===== config.mk =====
export PLATFORM = sky130hd
export DESIGN_NAME = mu_access_ctrl
export DESIGN_NICKNAME = d
export VERILOG_FILES = /design/src/rtl/mu_access_ctrl_pkg.sv /design/src/rtl/mu_addr_decode.sv /design/src/rtl/mu_access_ctrl.sv
export SDC_FILE = /design/constraint.sdc
export NUM_CORES = 1
export LEC_CHECK = 0
export CAP_MARGIN = 20
export CORE_MARGIN = 2
export CORE_UTILIZATION = 42
export CTS_CLUSTER_SIZE = 24
export DETAILED_ROUTE_END_ITERATION = 10
export PLACE_DENSITY_LB_ADDON = 0.12
export SLEW_MARGIN = 0
export SYNTH_ARGS = -nofsm -noshare
export SYNTH_HDL_FRONTEND = slang
export SYNTH_SLANG_ARGS = --single-unit

===== constraint.sdc =====
create_clock -name clk -period 5.8 [get_ports clk]
set_input_delay 1.45 -clock clk [delete_from_list [all_inputs] [get_ports clk]]
set_output_delay 1.45 -clock clk [all_outputs]
set_load 0.005 [all_outputs]

===== src/rtl/mu_access_ctrl_pkg.sv =====
// Shared memory-system constants and types for the memory access controller.
package mu_access_ctrl_pkg;

  localparam int unsigned MEM_DATA_WIDTH = 32;
  localparam int unsigned MEM_ADDR_WIDTH = 64;
  localparam int unsigned MEM_IDX_W      = $clog2(MEM_ADDR_WIDTH);

  localparam logic [31:0] MEM_ROM_BASE = 32'h0040_0000;
  localparam logic [31:0] MEM_RAM_BASE = 32'h1001_0000;

  typedef enum logic [1:0] {
    StIdle,
    StRdWait,
    StWrite,
    StResp
  } state_e;

  typedef enum logic [1:0] {
    REG_ROM,
    REG_RAM,
    REG_NONE
  } region_e;

endpackage


===== src/rtl/mu_addr_decode.sv =====
// Byte address decode into ROM/RAM word index; flags misaligned, unmapped and ROM stores.
module mu_addr_decode
  import mu_access_ctrl_pkg::*;
#(
  parameter int unsigned ADDR_WIDTH = MEM_ADDR_WIDTH,
  parameter logic [31:0] ROM_BASE   = MEM_ROM_BASE,
  parameter logic [31:0] RAM_BASE   = MEM_RAM_BASE,
  parameter int unsigned IDX_W      = $clog2(ADDR_WIDTH)
) (
  input  logic [31:0]      addr,
  input  logic             we,
  output region_e          region,
  output logic [IDX_W-1:0] idx,
  output logic             err
);

  // 33-bit compare so a base near the top of the address space cannot wrap.
  localparam logic [32:0] SPAN = 33'(4 * ADDR_WIDTH);

  logic rom_hit, ram_hit, misaligned;

  always_comb begin
    rom_hit    = ({1'b0, addr} >= {1'b0, ROM_BASE}) && ({1'b0, addr} < {1'b0, ROM_BASE} + SPAN);
    ram_hit    = ({1'b0, addr} >= {1'b0, RAM_BASE}) && ({1'b0, addr} < {1'b0, RAM_BASE} + SPAN);
    misaligned = (addr[1:0] != 2'b00);
    region     = REG_NONE;
    idx        = '0;
    if (rom_hit) begin
      region = REG_ROM;
      idx    = IDX_W'((addr - ROM_BASE) >> 2);
    end else if (ram_hit) begin
      region = REG_RAM;
      idx    = IDX_W'((addr - RAM_BASE) >> 2);
    end
    err = misaligned || (region == REG_NONE) || ((region == REG_ROM) && we);
  end

endmodule


===== src/rtl/mu_access_ctrl.sv =====
// Single-outstanding memory access controller: decodes requests, sequences ROM/RAM
// reads and writes, and returns a response through a valid/ready handshake.
module mu_access_ctrl
  import mu_access_ctrl_pkg::*;
#(
  parameter int unsigned DATA_WIDTH = MEM_DATA_WIDTH,
  parameter int unsigned ADDR_WIDTH = MEM_ADDR_WIDTH,
  parameter logic [31:0] ROM_BASE   = MEM_ROM_BASE,
  parameter logic [31:0] RAM_BASE   = MEM_RAM_BASE,
  parameter int unsigned RD_LATENCY = 1,
  parameter int unsigned IDX_W      = $clog2(ADDR_WIDTH)
) (
  input  logic                  clk,
  input  logic                  rst_n,
  input  logic                  req_valid,
  output logic                  req_ready,
  input  logic                  req_we,
  input  logic [31:0]           req_addr,
  input  logic [DATA_WIDTH-1:0] req_wdata,
  output logic                  rsp_valid,
  input  logic                  rsp_ready,
  output logic [DATA_WIDTH-1:0] rsp_rdata,
  output logic                  rsp_err,
  output logic [IDX_W-1:0]      rom_addr,
  input  logic [DATA_WIDTH-1:0] rom_rdata,
  output logic [IDX_W-1:0]      ram_addr,
  output logic                  ram_we,
  output logic [DATA_WIDTH-1:0] ram_wdata,
  input  logic [DATA_WIDTH-1:0] ram_rdata
);

  localparam int unsigned CNT_W = (RD_LATENCY > 1) ? $clog2(RD_LATENCY) : 1;
  localparam logic [CNT_W-1:0] CNT_INIT = CNT_W'(RD_LATENCY - 1);

  state_e                state_q, state_d;
  region_e               region_q, dec_region;
  logic [IDX_W-1:0]      dec_idx;
  logic                  dec_err;
  logic                  accept;
  logic [CNT_W-1:0]      cnt_q;
  logic [DATA_WIDTH-1:0] rsp_rdata_q, ram_wdata_q;
  logic                  rsp_err_q;
  logic [IDX_W-1:0]      rom_addr_q, ram_addr_q;

  mu_addr_decode #(
    .ADDR_WIDTH (ADDR_WIDTH),
    .ROM_BASE   (ROM_BASE),
    .RAM_BASE   (RAM_BASE),
    .IDX_W      (IDX_W)
  ) u_decode (
    .addr   (req_addr),
    .we     (req_we),
    .region (dec_region),
    .idx    (dec_idx),
    .err    (dec_err)
  );

  assign accept = req_valid && (state_q == StIdle);

  always_ff @(posedge clk or negedge rst_n) begin
    if (!rst_n) state_q <= StIdle;
    else        state_q <= state_d;
  end

  always_comb begin
    state_d = state_q;
    unique case (state_q)
      StIdle: begin
        if (accept) begin
          if (dec_err)     state_d = StResp;
          else if (req_we) state_d = StWrite;
          else             state_d = StRdWait;
        end
      end
      StRdWait: if (cnt_q == '0) state_d = StResp;
      StWrite:  state_d = StResp;
      StResp:   if (rsp_ready) state_d = StIdle;
      default:  state_d = StIdle;
    endcase
  end

  // Faulting requests only update the response; memory-facing registers keep their value.
  always_ff @(posedge clk or negedge rst_n) begin
    if (!rst_n) begin
      region_q    <= REG_NONE;
      cnt_q       <= '0;
      rsp_rdata_q <= '0;
      rsp_err_q   <= 1'b0;
      rom_addr_q  <= '0;
      ram_addr_q  <= '0;
      ram_wdata_q <= '0;
    end else if (accept) begin
      region_q    <= dec_region;
      cnt_q       <= CNT_INIT;
      rsp_rdata_q <= '0;
      rsp_err_q   <= dec_err;
      if (!dec_err) begin
        if (dec_region == REG_ROM) rom_addr_q <= dec_idx;
        else                       ram_addr_q <= dec_idx;
        if (req_we) ram_wdata_q <= req_wdata;
      end
    end else if (state_q == StRdWait) begin
      if (cnt_q == '0) rsp_rdata_q <= (region_q == REG_ROM) ? rom_rdata : ram_rdata;
      else             cnt_q       <= cnt_q - CNT_W'(1);
    end
  end

  assign req_ready = (state_q == StIdle);
  assign rsp_valid = (state_q == StResp);
  assign ram_we    = (state_q == StWrite);
  assign rsp_rdata = rsp_rdata_q;
  assign rsp_err   = rsp_err_q;
  assign rom_addr  = rom_addr_q;
  assign ram_addr  = ram_addr_q;
  assign ram_wdata = ram_wdata_q;

endmodule


==> results.toml, run 1 <==
[finish]
drive_gt1_share_pct = 14.2
nNetsFinal = 668
area_growth_pct = 64.5
fin_util_pct = 71.3
n_antenna_cell = 0

[placement]
gp_congestion = 0.790
io_buffers = 212
place_ws_ns = 1.81
dp.final_hpwl_um = 7780

[synthesis]
synth_common_cells = "dfrtp_1 (80), nand2_1 (42), nor2_1 (37)"
synth-simple-area-share_pct = 13.4
synthCells = 326
synthTopCellsByArea = "dfrtp_1 (53%), mux2_4 (12%), a311oi_1 (7.4%)"
synth_top_area_share_pct = 52.7
synth_edf_count = 0
synth_xor_area_share_pct = 0
synth_ff_type = "dfrtp_1"
synth-seq-cells = 81
syn-num-nets = 463
avgSynthCellArea_um2 = 11.7
synth.mux.area_fraction_pct = 16.0
yosysUniqueCellTypes = 27
synth-seq-area-share_pct = 53.4
synth.cell_area_um2 = 3800
synth_warnings = 0
synth_top_family_by_area = "multiplexers"
synthArstFlopShare_pct = 100
yosys.area_share.adder_pct = 1.32
yosysTopAreaCell = "dfrtp_1"
synth.most_common_cell = "dfrtp_1"
synth-compound-area-share_pct = 12.7

[critical_path]
crit_path_frequent_cell = "buf_4"
critPathTopFamily = "buffers and inverters"
path_max_fanout = 37
worstSetupPathType = "in -> reg"
crit_chain = "clkdlybuf4s50_1 > and2_1 > buf_4 > nand2_1 > nor4_4 > buf_4 > mux2_2"
cp.required_ns = 6.04
critPathSlowestCell = "buf_4"
cp.arrival_ns = 3.86
crit_path_start_kind = "input port"
cp.buffers_inverters = 3
end_kind = "flop"
max_stage_delay_ns = 0.51

[routing]
routedWlPerCell_um = 17.0
route.detailed.drc = 0
dr.pass1.iters = 4
ant_nets = 0
drt_wl_total_um = 10900
num_vias = 3389
drtIter0Drc = 129
via_per_inst = 5.26

[global_route]
grt_pass1_vias = 3380
antenna_found_initial = 0
grt-ovfl-total = 0
grt_pass1_wl_um = 17200
grt_use_total_pct = 22.2
grt_max_degree = 82

[timing]
layout_worst_path_cycle_share_pct = 62.5
clock_skew_ns = 0.0122
setup_tns_ns = 0
hold_viol_final = 0
fin_crit_ns = 3.62
slew_headroom_pct = 31.2
rsz0062_at_grt = "no"
setup_viol = 0
worst_slew_pin_slew_ns = 1.03
drv_slew = 0
max_clock_freq_mhz = 276
final.setup.worst_slack_ns = 2.18

[power]
power_leakage_uw = 0.00257
ir_drop_v = 0.000155
power_per_cell_area_nw_per_um2 = 316

[status]
outcome = "finished clean"

[floorplan]
initial_core_util_pct = 43.3
io_pins = 213
std_cell_rows = 34
die_area_um2 = 9820
die_w_um = 99.1
die_h_um = 99.1
placeableCoreArea_um2 = 8760

[clock_tree]
clkSlewWorstSetupHoldPaths_ns = 0.09
cts_tree = "yes"
cts_resized = 0
cts_hold_buf = 0
clk_latency_ns = 0.35
cts_max_path_buffers = 2
postCtsSetupRepairBufs = 0
root_buffer = "clkbuf_8"
cts_inserted_buffers = 9
clock_sinks = 81
htree_num_levels = 3

[min_path]
hold_class = "reg -> reg"

[job]
timing.max_cap.violations = 0
==> per-layer routing <==
layer	part of all wire [%]	vias to the layer above	global-route usage [%]
li1	-	1591	-
met1	40	1661	28.3
met2	51	127	36.9
met3	7.5	10	6.04
met4	1.3	0	7.27
met5	0	-	0
==> report_power, final <==
group | internal [uW] | leakage [uW] | switching, uW
registers | 692 | 0.00106 | 69.6
clock network | 255 | 0.000105 | 211
logic | 433 | 0.00141 | 312
==> layout by cell type (no fill, tap or decap), types with 2 or more instances in the layout <==
| cell | instances |
|---|---|
| nand2_1 | 42 |
| nand3b_1 | 2 |
| nor4_2 | 3 |
| mux2_2 | 14 |
| nor4_1 | 4 |
| inv_1 | 3 |
| clkinvlp_4 | 3 |
| ha_1 | 3 |
| nor4_4 | 3 |
| mux2_4 | 30 |
| dfrtp_1 | 80 |
| bufinv_16 | 2 |
| clkbuf_8 | 10 |
| buf_4 | 4 |
| nor3_1 | 2 |
| a311oi_1 | 32 |
| nand2b_1 | 3 |
| nor2_1 | 36 |
| clkdlybuf4s50_1 | 211 |
| o21ai_0 | 35 |
==> path summary, 6_finish.rpt <==
path | slack, ns | endpoint | depth (start not counted) | start
min in group asynchronous | 0.96 | rsp_rdata[7] | 1 | rst_n
worst min register to register | 0.51 | ram_addr[2] | 1 | ram_addr[2]
worst min-delay path | 0.51 | ram_addr[2] | 1 | ram_addr[2]
worst max-delay path | 2.18 | ram_wdata[0] | 7 | req_valid
worst max register to register | 3.04 | ram_wdata[0] | 8 | state_q[0]
max in group asynchronous | 4.22 | region_q[1] | 2 | rst_n
==> flip-flops by register name, indices dropped and copies added, names as in the netlist <==
signal	cells
ram_wdata	32
rsp_rdata	32
ram_addr	6
rom_addr	6
region_q	2
state_q	2
rsp_err	1
==> through the flow <==
stage,total power (uW),instances,area [um^2],hold WS (ns)
2_1_floorplan,1080,326,3800,0.497
3_3_place_gp,1490,626,5970,0.492
3_5_place_dp,1500,626,5970,0.492
4_1_cts,1970,642,6200,0.513
5_1_grt,2100,644,6250,0.521
6_report,1970,644,6250,0.511
==> area by class of cell <==
| cell class | instances | area (um^2) |
|---|---|---|
| clock buffer | 10 | 138 |
| clock inverter | 6 | 91.3 |
| fill | 636 | 2510 |
| inverter | 3 | 11.3 |
| multi-input combinational | 219 | 1660 |
| sequential | 81 | 2030 |
| tap | 108 | 135 |
| timing repair buffer | 217 | 2190 |
==> cell families after synthesis <==
logic type / after synthesis
and+or+nand+nor: 100
adders and majority gates: 4
muxes: 44
buffers and inverters: 26
AOI/OAI and AO/OA: 71
DFF: 81
Power figures use the tool's default switching activity.
==> inputs of run 2 (changes only) <==
--- a/config.mk
+++ b/config.mk
@@ -7,7 +7,7 @@
 export LEC_CHECK = 0
 export CAP_MARGIN = 20
 export CORE_MARGIN = 2
-export CORE_UTILIZATION = 42
+export CORE_UTILIZATION = 35
 export CTS_CLUSTER_SIZE = 24
 export DETAILED_ROUTE_END_ITERATION = 10
 export PLACE_DENSITY_LB_ADDON = 0.12
==> constraint.sdc (replaced) <==
create_clock -name clk -period 3 [get_ports clk]
set_input_delay 0.75 -clock clk [delete_from_list [all_inputs] [get_ports clk]]
set_output_delay 0.75 -clock clk [all_outputs]
set_load 0.005 [all_outputs]
==> run 2 against run 1 <==
  * First-iteration DRC count rose by 12%
  * Count of clock-buffer cells in the layout fell by 1
  * Combinational power rose by 89%
  * Register-to-register slack got worse by 2.2 ns
  * Clock power rose by 76%
  * Cell count rose by 5.4%
  * Wire length rose by 1.2%
==> results.toml, run 2 (synthesized netlist as in run 1, its figures left out) <==
[power]
p_switching_uw = 1140
p_sw_share_pct = 31.0
power_per_cell_area_nw_per_um2 = 589
combPwrFrac_pct = 38.1
power.internal_uw = 2550
clockPowerShare_pct = 22.2
power_leakage_uw = 0.00258
pwr-share-seq_pct = 39.7
ir_drop_v = 0.000345

[clock_tree]
cts_resized = 0
htree_num_levels = 3
cts_max_path_buffers = 2
postCtsSetupRepairBufs = 0
clk_latency_ns = 0.35
cts_hold_buf = 0
clock_sinks = 81
cts_tree = "yes"
clkSlewWorstSetupHoldPaths_ns = 0.09
cts_inserted_buffers = 9
root_buffer = "clkbuf_8"

[timing]
max_clock_freq_mhz = 397
hold_viol_final = 0
layout_worst_path_cycle_share_pct = 84.0
setup_viol = 0
worst_slew_pin_slew_ns = 0.594
setup_tns_ns = 0
fin_crit_ns = 2.52
drv_slew = 0
slew_headroom_pct = 60.4
clock_skew_ns = 0.0150
rsz0062_at_grt = "no"

[finish]
nNetsFinal = 671
final_common_cell = "clkdlybuf4s50_1"
layoutNonFillerInstCount = 679
drive_gt1_share_pct = 14.7
fillCellCount = 950
area_growth_pct = 65.2
n_antenna_cell = 0
final_cell_mix = "clkdlybuf4s50_1 (211), dfrtp_1 (80), nand2_1 (42), nor2_1 (36), o21ai_0 (35)"

[floorplan]
initial_core_util_pct = 35.5
die_h_um = 108
die_area_um2 = 11700
std_cell_rows = 38
die_w_um = 108
io_pins = 213
placeableCoreArea_um2 = 10700

[job]
timing.max_cap.violations = 0

[routing]
drt_wl_total_um = 11100
dr.pass1.iters = 7
num_vias = 3346
route.detailed.drc = 0
via_per_inst = 4.93
routedWlPerCell_um = 16.3
drtIter0Drc = 144
ant_nets = 0

[critical_path]
cp.arrival_ns = 2.75
crit_path_start_kind = "input port"
worstSetupPathType = "in -> reg"
r2r-start = "state_q[0]"
path_max_fanout = 7
r2r_end = "ram_wdata[1]"
end_kind = "flop"
cp.required_ns = 3.23
reg2reg_depth = 7
reg2reg_slack_ns = 0.88

[global_route]
grt-ovfl-total = 0
grt_max_degree = 82
grt_pass1_vias = 3478
antenna_found_initial = 0
grt_use_total_pct = 19.2
grt_pass1_wl_um = 17900

[status]
outcome = "finished clean"

[min_path]
hold_class = "in -> async"

[placement]
io_buffers = 212
dp.final_hpwl_um = 7750
gp_congestion = 0.814
place_inst = 663
run 2: area by class of cell:
| type | count | area (um^2) | share of cell area, % |
|---|---|---|---|
| clock buffer | 9 | 124 | 1.97 |
| multi-input combinational | 219 | 1660 | 26.4 |
| timing repair buffer | 220 | 2200 | 35.1 |
| tap | 140 | 175 | 2.79 |
| clock inverter | 7 | 77.6 | 1.24 |
| sequential | 81 | 2030 | 32.3 |
| inverter | 3 | 11.3 | 0.179 |
run 2: per-stage QoR:
step                hold slack, ns  utilization, %  area (um^2)  power, uW  setup slack [ns]
floorplan                    0.454               -         3800       2080             0.587
global placement             0.491            56.8         6070       2880             0.117
detailed placement           0.491            56.8         6070       2910            0.0672
CTS                          0.437            58.7         6280       3750             0.445
global route                 0.440            58.7         6280       3960             0.343
finish                       0.402            58.7         6280       3700             0.481
run 2: worst max path at each step:
stage            startpoint             to  slack, ns  cells past startpoint
2_1_floorplan  req_addr[31]  ram_wdata[10]       0.59                      5
3_3_place_gp   req_addr[19]    ram_addr[2]       0.12                      6
3_5_place_dp   req_addr[23]    ram_addr[5]       0.07                      6
4_1_cts        req_addr[23]    ram_addr[5]       0.44                      6
5_1_grt        req_addr[23]    ram_addr[3]       0.34                      6
6_report       req_addr[23]    ram_addr[5]       0.48                      6
run 2: power by group through the flow:
stage	clock [uW]	sequential [uW]	combinational, uW
4_1_cts	852	1470	1430
6_report	821	1470	1410
3_5_place_dp	0	1490	1420
3_3_place_gp	0	1480	1400
2_1_floorplan	0	1500	582
5_1_grt	900	1500	1560
run 2: worst max-delay path, cell delays in order:
cell             delay [ns]
clkdlybuf4s50_1        0.44
nor4_2                 0.37
nand4_4                0.15
buf_4                  0.20
nor4_4                 0.45
mux2_2                 0.39
run 2: layer usage:
metal | wire, um | up-vias | global-route usage, %
met3 | 649 | 12 | 3.50
met5 | 0 | - | 0
li1 | - | 1591 | -
met1 | 4640 | 1624 | 24.7
met4 | 133 | 0 | 5.13
met2 | 5650 | 119 | 33.4
